$ cat src/rtl/demux1to2_stream.sv
// demux1to2_stream: routes one input word stream to one of two buffered,
// independently back-pressured output streams, chosen per word by i_sel.
module demux1to2_stream #(
   parameter int unsigned WIDTH = 6,
   parameter int unsigned DEPTH = 2,
   parameter int unsigned CNTW  = 8
) (
   input  logic             i_clk,
   input  logic             i_rst_n,
   input  logic [WIDTH-1:0] i_data,
   input  logic             i_sel,
   input  logic             i_valid,
   output logic             o_ready,
   output logic [WIDTH-1:0] o_data0,
   output logic             o_valid0,
   input  logic             i_ready0,
   output logic [WIDTH-1:0] o_data1,
   output logic             o_valid1,
   input  logic             i_ready1,
   output logic [CNTW-1:0]  o_count0,
   output logic [CNTW-1:0]  o_count1
);

   localparam int unsigned AW  = $clog2(DEPTH);
   localparam int unsigned OCW = AW + 1;

   logic [1:0]       valid_w;
   logic [1:0]       full_w;
   logic [WIDTH-1:0] data_w [2];
   logic [CNTW-1:0]  cnt_w  [2];

   // Accept depends only on the selected lane's registered full flag.
   assign o_ready = i_sel ? ~full_w[1] : ~full_w[0];

   for (genvar g = 0; g < 2; g++) begin : gen_lane
      logic             push;
      logic             pop;
      logic             lane_sel;
      logic             lane_rdy;
      logic [WIDTH-1:0] mem_q [DEPTH];
      logic [WIDTH-1:0] mem_d [DEPTH];
      logic [AW-1:0]    wr_q, wr_d;
      logic [AW-1:0]    rd_q, rd_d;
      logic [OCW-1:0]   occ_q, occ_d;
      logic [CNTW-1:0]  cnt_q, cnt_d;
      logic [WIDTH-1:0] data_q, data_d;
      logic             valid_q, valid_d;
      logic             full_q, full_d;

      assign lane_sel = (g == 1) ? i_sel : ~i_sel;
      assign lane_rdy = (g == 1) ? i_ready1 : i_ready0;
      assign push     = i_valid & o_ready & lane_sel;
      assign pop      = valid_q & lane_rdy;

      // Next FIFO state; the output head register is loaded with the word
      // that will sit at the read pointer after this edge.
      always_comb begin
         mem_d   = mem_q;
         wr_d    = wr_q;
         rd_d    = rd_q;
         occ_d   = occ_q;
         cnt_d   = cnt_q;
         data_d  = data_q;
         if (push) begin
            mem_d[wr_q] = i_data;
            wr_d        = AW'(wr_q + 1'b1);
         end
         if (pop) begin
            rd_d  = AW'(rd_q + 1'b1);
            cnt_d = CNTW'(cnt_q + 1'b1);
         end
         if (push && !pop) begin
            occ_d = OCW'(occ_q + 1'b1);
         end else if (!push && pop) begin
            occ_d = OCW'(occ_q - 1'b1);
         end
         if (push && (occ_q == (pop ? OCW'(1) : OCW'(0)))) begin
            data_d = i_data;
         end else if (occ_d != '0) begin
            data_d = mem_q[rd_d];
         end
         valid_d = (occ_d != '0);
         full_d  = (occ_d == OCW'(DEPTH));
      end

      // Lane state registers, cleared asynchronously.
      always_ff @(posedge i_clk or negedge i_rst_n) begin
         if (!i_rst_n) begin
            for (int i = 0; i < int'(DEPTH); i++) begin
               mem_q[i] <= '0;
            end
            wr_q    <= '0;
            rd_q    <= '0;
            occ_q   <= '0;
            cnt_q   <= '0;
            data_q  <= '0;
            valid_q <= 1'b0;
            full_q  <= 1'b0;
         end else begin
            mem_q   <= mem_d;
            wr_q    <= wr_d;
            rd_q    <= rd_d;
            occ_q   <= occ_d;
            cnt_q   <= cnt_d;
            data_q  <= data_d;
            valid_q <= valid_d;
            full_q  <= full_d;
         end
      end

      assign valid_w[g] = valid_q;
      assign full_w[g]  = full_q;
      assign data_w[g]  = data_q;
      assign cnt_w[g]   = cnt_q;
   end

   assign o_data0  = data_w[0];
   assign o_data1  = data_w[1];
   assign o_valid0 = valid_w[0];
   assign o_valid1 = valid_w[1];
   assign o_count0 = cnt_w[0];
   assign o_count1 = cnt_w[1];

endmodule

$ cat config.mk
export PLATFORM = sky130hd
export DESIGN_NAME = demux1to2_stream
export DESIGN_NICKNAME = d
export VERILOG_FILES = /design/src/rtl/demux1to2_stream.sv
export SDC_FILE = /design/constraint.sdc
export NUM_CORES = 1
export LEC_CHECK = 0
export BUFFER_PORTS_ARGS = -buffer_cell sky130_fd_sc_hd__buf_4
export CAP_MARGIN = 25
export CORE_MARGIN = 2
export CORE_UTILIZATION = 45
export CTS_CLUSTER_DIAMETER = 150
export DETAILED_ROUTE_END_ITERATION = 16
export PLACE_DENSITY = 0.65
export SYNTH_ARGS = -nofsm -noshare
export SYNTH_HDL_FRONTEND = slang
export SYNTH_SLANG_ARGS = --single-unit
$ cat constraint.sdc
create_clock -name i_clk -period 1.77 [get_ports i_clk]
set_input_delay 0.177 -clock i_clk [delete_from_list [all_inputs] [get_ports i_clk]]
set_output_delay 0.177 -clock i_clk [all_outputs]
set_load 0.01 [all_outputs]
### After elaboration in Yosys (flattened, before gate mapping)

Index checks and enable logic that the tools add are counted.

| storage, ports and cells | value |
|---|---|
| output and inout bits | 31 |
| input port bits | 12 |
| logic and storage cells | 91 |
| register bits | 64 |

| cells by class | value |
|---|---|
| multiplexer cells | 25 |
| add/sub/neg operators | 10 |
| magnitude comparators | 6 |
| bitwise operators | 12 |
| reduce and logical (&&, ||, !) cells | 16 |
| equal/unequal tests | 4 |

Operators by type and width:

| kind | number |
|---|---|
| two-way mux 6 bit | 12 |
| bitwise mux 12 bit | 2 |
| adder 8 x 1 -> 8 bit (second input constant) | 2 |
| demux 6 bit (select 1 bit) | 2 |
| >= comparator 2 bit (second input constant) | 4 |
| logical AND 1 bit | 8 |
| two-way mux 2 bit | 4 |
| inverter 1 -> 2 bit | 4 |
| nonzero test 2 bit | 4 |
| bitwise AND 1 bit | 5 |
| two-way mux 1 bit | 5 |
| adder 1 bit (second input constant) | 4 |
| adder 2 x 1 -> 2 bit (second input constant) | 2 |
| equality test 2 x 1 -> 1 bit | 2 |
| equality test 2 bit (second input constant) | 2 |
| zero test 1 bit | 4 |
| < comparator 2 x 1 -> 1 bit (second input constant) | 2 |
| subtractor 2 x 1 -> 2 bit (second input constant) | 2 |
| inverter 1 bit | 3 |

### Logic depth before layout (Yosys ltp)

| logic depth | value |
|---|---|
| word-level depth | 11 |
| mapped depth | 7 |
| mapped depth without buffers | 4 |

### Least setup slack after synthesis

Ideal clock, no wire load.

| path | value |
|---|---|
| path kind | register to register |
| start | register gen_lane[1].valid_q (netlist: o_valid1) |
| end | register gen_lane[1].data_q[0] (netlist: o_data1[0]) |
| stages on the path, launching flop included | 8 |
| path buffers | 3 |
| required time | 1645 ps |
| arrival | 1719 ps |
| setup slack | -74 ps |
| period minus slack after synthesis | 1844 ps |
| library setup time | 125 ps |
| path through | dfrtp_1 > clkbuf_1 > and2_1 > buf_2 > xnor2_1 > o311a_1 > clkbuf_1 > mux2_2 |

| between the ends | value |
|---|---|
| elaborated cells between the ends (all ways) | 18 |
| classes of those cells | eq/ne: 1; mux: 9; bitwise: 2; reduce/logical: 6 |

RTL lines:

| what | line | source |
|---|---|---|
| start, declared | 47 | `logic valid_q, valid_d;` |
| start signal, assigned | 106 | `valid_q <= valid_d;` |
| bitwise AND 1 bit (*) | 53 | `assign pop = valid_q & lane_rdy;` |
| logical AND 1 bit / zero test 1 bit (equally long branches) | 74, 72 |  |
| two-way mux 2 bit / logical AND 1 bit (equally long branches) | 74, 72 |  |
| two-way mux 2 bit (*) | 72 | `if (push && !pop) begin` |
| nonzero test 2 bit (*) | n/a |  |
| net gen_lane[1].valid_d | 47 |  |
| nonzero test 2 bit (no source line) (*) | n/a |  |
| end signal, assigned | 105 | `data_q <= data_d;` |
| end, declared | 46 | `logic [WIDTH-1:0] data_q, data_d;` |

The timed path passes the listed nets; every way through them passes the cells marked *. The select of a mux whose other input is x is not followed.
A chain may end at the register's enable or synchronous reset.

### Worst setup path in the final report

| path | value |
|---|---|
| start | register gen_lane[0].full_q |
| end | register gen_lane[0].data_q[5] (netlist: o_data0[5]) |

| between the ends | value |
|---|---|
| word-level cells in the longest chain between the ends | 10 |
| elaborated cells between the ends (all ways) | 13 |
| classes of those cells | mux: 4; bitwise: 3; reduce/logical: 6 |

Ends and longest elaborated chain:

| what | line | source |
|---|---|---|
| start, declared | 48 | `logic full_q, full_d;` |
| start signal, assigned | 107 | `full_q <= full_d;` |
| inverter 1 bit (*) | 33 | `assign o_ready = i_sel ? ~full_w[1] : ~full_w[0];` |
| two-way mux 1 bit (*) | 33 |  |
| bitwise AND 1 bit (*) (2 in a row) | 52 | `assign push = i_valid & o_ready & lane_sel;` |
| zero test 1 bit | 74 | `end else if (!push && pop) begin` |
| logical AND 1 bit | 74 |  |
| two-way mux 2 bit | 74 |  |
| two-way mux 2 bit | 72 |  |
| nonzero test 2 bit | 79 | `end else if (occ_d != '0) begin` |
| nonzero test 2 bit (no source line) | n/a |  |
| end signal, assigned | 105 |  |
| end, declared | 46 |  |

Every way passes the cells marked *; elsewhere a longest branch is shown, timed or not.

==> impl_metrics.ini <==
[outcome]
outcome = finished, final reports clean

[clocking]
cts_setup_buffers = 0
h-tree-depth = 3
clk_pin_slew_worst_paths_ns = 0.07
cts_tree = yes
clk_latency_ns = 0.34
clock-sinks = 64
cts_buffers = 9
clock-root-buffer = clkbuf_8
clockBufferDepth = 2

[cells_and_area]
n_fill_cell = 554
design_area_um2 = 3760
syn2layout_area_growth_pct = 25.6
diodes = 0
drive_gt1_frac = 0.401
fin_nets = 321
post-route-util = 0.589

[yosys]
yosysSeqAreaShare = 0.535
synth-edff-count = 0
syn_inst = 250
synth-seq-cells = 64
synth_fp_nets = 264
synth_top_area_cell = dfrtp_1
syn_area_um2 = 3000
yosysUniqueCellTypes = 32
synth.most_common_cell = dfrtp_1
syn_area_per_cell_um2 = 12.0
ys_async_sr_fraction = 1.00
synth_ff_type = dfrtp_1
yosysWarnings = 0
synth_top_area_share = 0.535
synth_common_cells = dfrtp_1 (64), mux2_2 (37), xnor2_1 (19), nand3_1 (18)
synthTopCellsByArea = dfrtp_1 (53%), mux2_2 (14%), xnor2_1 (5.6%), nand3_1 (3.0%), a31oi_1 (2.5%)

[place]
gp_congestion = 0.754
pre_cts_ws_ns = -0.0174
hpwl_um = 4250
io_buffers = 42
placed_area_um2 = 3490

[power_and_ir_drop]
switchingPower_mw = 2.28
cellPowerDensity_nw_per_um2 = 1800
p_sw_frac = 0.336
p_leak_nw = 1.66
power.internal_mw = 4.51
clkPwrFrac = 0.186
seq_power_share = 0.395
power_frac_comb = 0.419
p_total_mw = 6.79
ir_drop_mv = 0.855

[floorplanning]
dieArea_um2 = 7320
coreArea_um2 = 6390
dieHeight_um = 85.6
num_rows = 29
die_w_um = 85.6
ioPinCount = 43
start_util = 0.469

[setup_path]
ff2ff_path_depth = 5
worstPathArrival_ns = 1.97
worstPathMaxFanout = 6
reg2reg_from = gen_lane[0].full_q
timing.reg2reg.setup_slack_ns = 0.04
critPathCaptureType = register
r2r_end = o_data0[5]
worstSetupPathType = register to register
start_kind = register
cp_data_required_time_ns = 2.00

[timing]
hold_viol_final = 0
rsz0062_at_grt = true
fmax_mhz = 577
finalSetupViolations = 0
post-route-min-period_ns = 1.73
slew_headroom = 0.694
finClkSkew_ns = 0.00930
worst_pin_slew_ns = 0.459
setup_slack_ns = 0.0371
finalSetupTns_ns = 0
slew_viol_final = 0
fin_crit_sh = 0.979

[route]
drt_iter0_drc = 134
viasPerCell = 5.57
via_count = 2165
first_pass_iters = 4
drc = 0
drt_wl_total_um = 6080
final_antenna_net_count = 0
wire_per_inst_um = 15.6

[global_route]
grt_pass1_vias = 2156
grt_first_pass_wirelength_um = 10100
grt_max_degree = 35
grtUsageTotal = 0.176
grt_antenna_before_repair = 0
globalRoute.totalOverflow = 0

[run]
maxCapViolCount = 0

[min_path]
hp-start = i_data[3]
hold_path_end = gen_lane[1].mem_q[9]
hold_path_depth = 2
hp-class = input port to register
==> critical path, cell delays in order, from the launching register on <==
cell,delay [ns]
dfrtp_1,0.38
or4b_4,0.54
buf_4,0.19
nor4_1,0.17
a31oi_1,0.08
mux2_2,0.27
==> cell usage in the layout (no fill, tap or decap), drive strengths merged <==
cell type	count
a21bo	2
a21boi	4
a31oi	12
and2	3
and3	2
and3b	5
and4	1
buf	60
bufinv	1
clkbuf	13
clkinv	2
dfrtp	64
dlygate4sd3	1
ha	2
mux2	37
mux2i	3
nand2	11
nand3	18
nand3b	3
nand4	5
nand4b	1
nand4bb	1
nor2	5
nor2b	3
nor3b	1
nor4	12
o21ai	12
o311a	2
or3	2
or4b	2
xnor2	19
xor2	3
==> state kept, by name, indices dropped and copies added (netlist names) <==
name             flops
o_valid1             1
gen_lane.mem_q      24
o_data1              6
gen_lane.rd_q        2
o_data0              6
o_count1             8
o_valid0             1
gen_lane.wr_q        2
o_count0             8
gen_lane.full_q      2
gen_lane.occ_q       4
==> kinds of logic after synthesis <==
group,share of synthesized area
AOI/OAI and AO/OA,0.0685
xor gates and xnor gates,0.0643
adders and majority gates,0.00835
buffers and inverters,0.0238
DFF,0.535
muxes,0.149
and+or+nand+nor,0.151
==> cell type report <==
cell class	instances	area [um^2]	share of cell area
clock buffers	13	159	0.0422
repair buffers	61	477	0.127
multi-input cells	171	1390	0.369
well taps	77	96.3	0.0256
clock inverters	3	40.0	0.0106
flip-flops and latches	64	1600	0.426
==> power by group through the flow <==
stage	Combinational [mW]	Sequential [mW]	Clock, mW
finish	2.84	2.68	1.26
global placement	2.70	2.68	0
floorplan	1.73	2.72	0
detailed placement	2.78	2.71	0
CTS	2.82	2.69	1.29
global route	3.12	2.79	1.36
==> stage by stage <==
step / cells / hold WS [ns]
after floorplan: 250 / -0.119
after global placement: 372 / 0.162
after detailed placement: 372 / 0.168
after CTS: 389 / 0.119
after global routing: 389 / 0.129
final: 389 / 0.129
==> how the worst max path moves through the flow <==
| stage | to | depth (start not counted) | from |
|---|---|---|---|
| final | o_data0[5] | 5 | gen_lane[0].full_q |
| after global routing | o_data0[4] | 5 | gen_lane[0].full_q |
| after CTS | gen_lane[0].mem_q[1] | 5 | gen_lane[0].full_q |
| after detailed placement | o_data0[1] | 5 | gen_lane[0].full_q |
| after global placement | o_data0[5] | 4 | gen_lane[0].full_q |
| after floorplan | o_data0[0] | 6 | gen_lane[0].full_q |
==> layer usage <==
layer | track usage | part of all wire | vias to the layer above
li1 | - | - | 1030
met1 | 0.234 | 0.45 | 1062
met2 | 0.277 | 0.47 | 61
met3 | 0.0423 | 0.058 | 12
met4 | 0.0765 | 0.020 | 0
met5 | 0 | 0 | -
==> what timing repair did <==
action	4_1_cts	5_1_grt
hold buffers	1	0
setup endpoints to repair	6	22
resized for setup	3	8
endpoints found under the hold margin	33	0
Power figures use the tool's default switching activity.
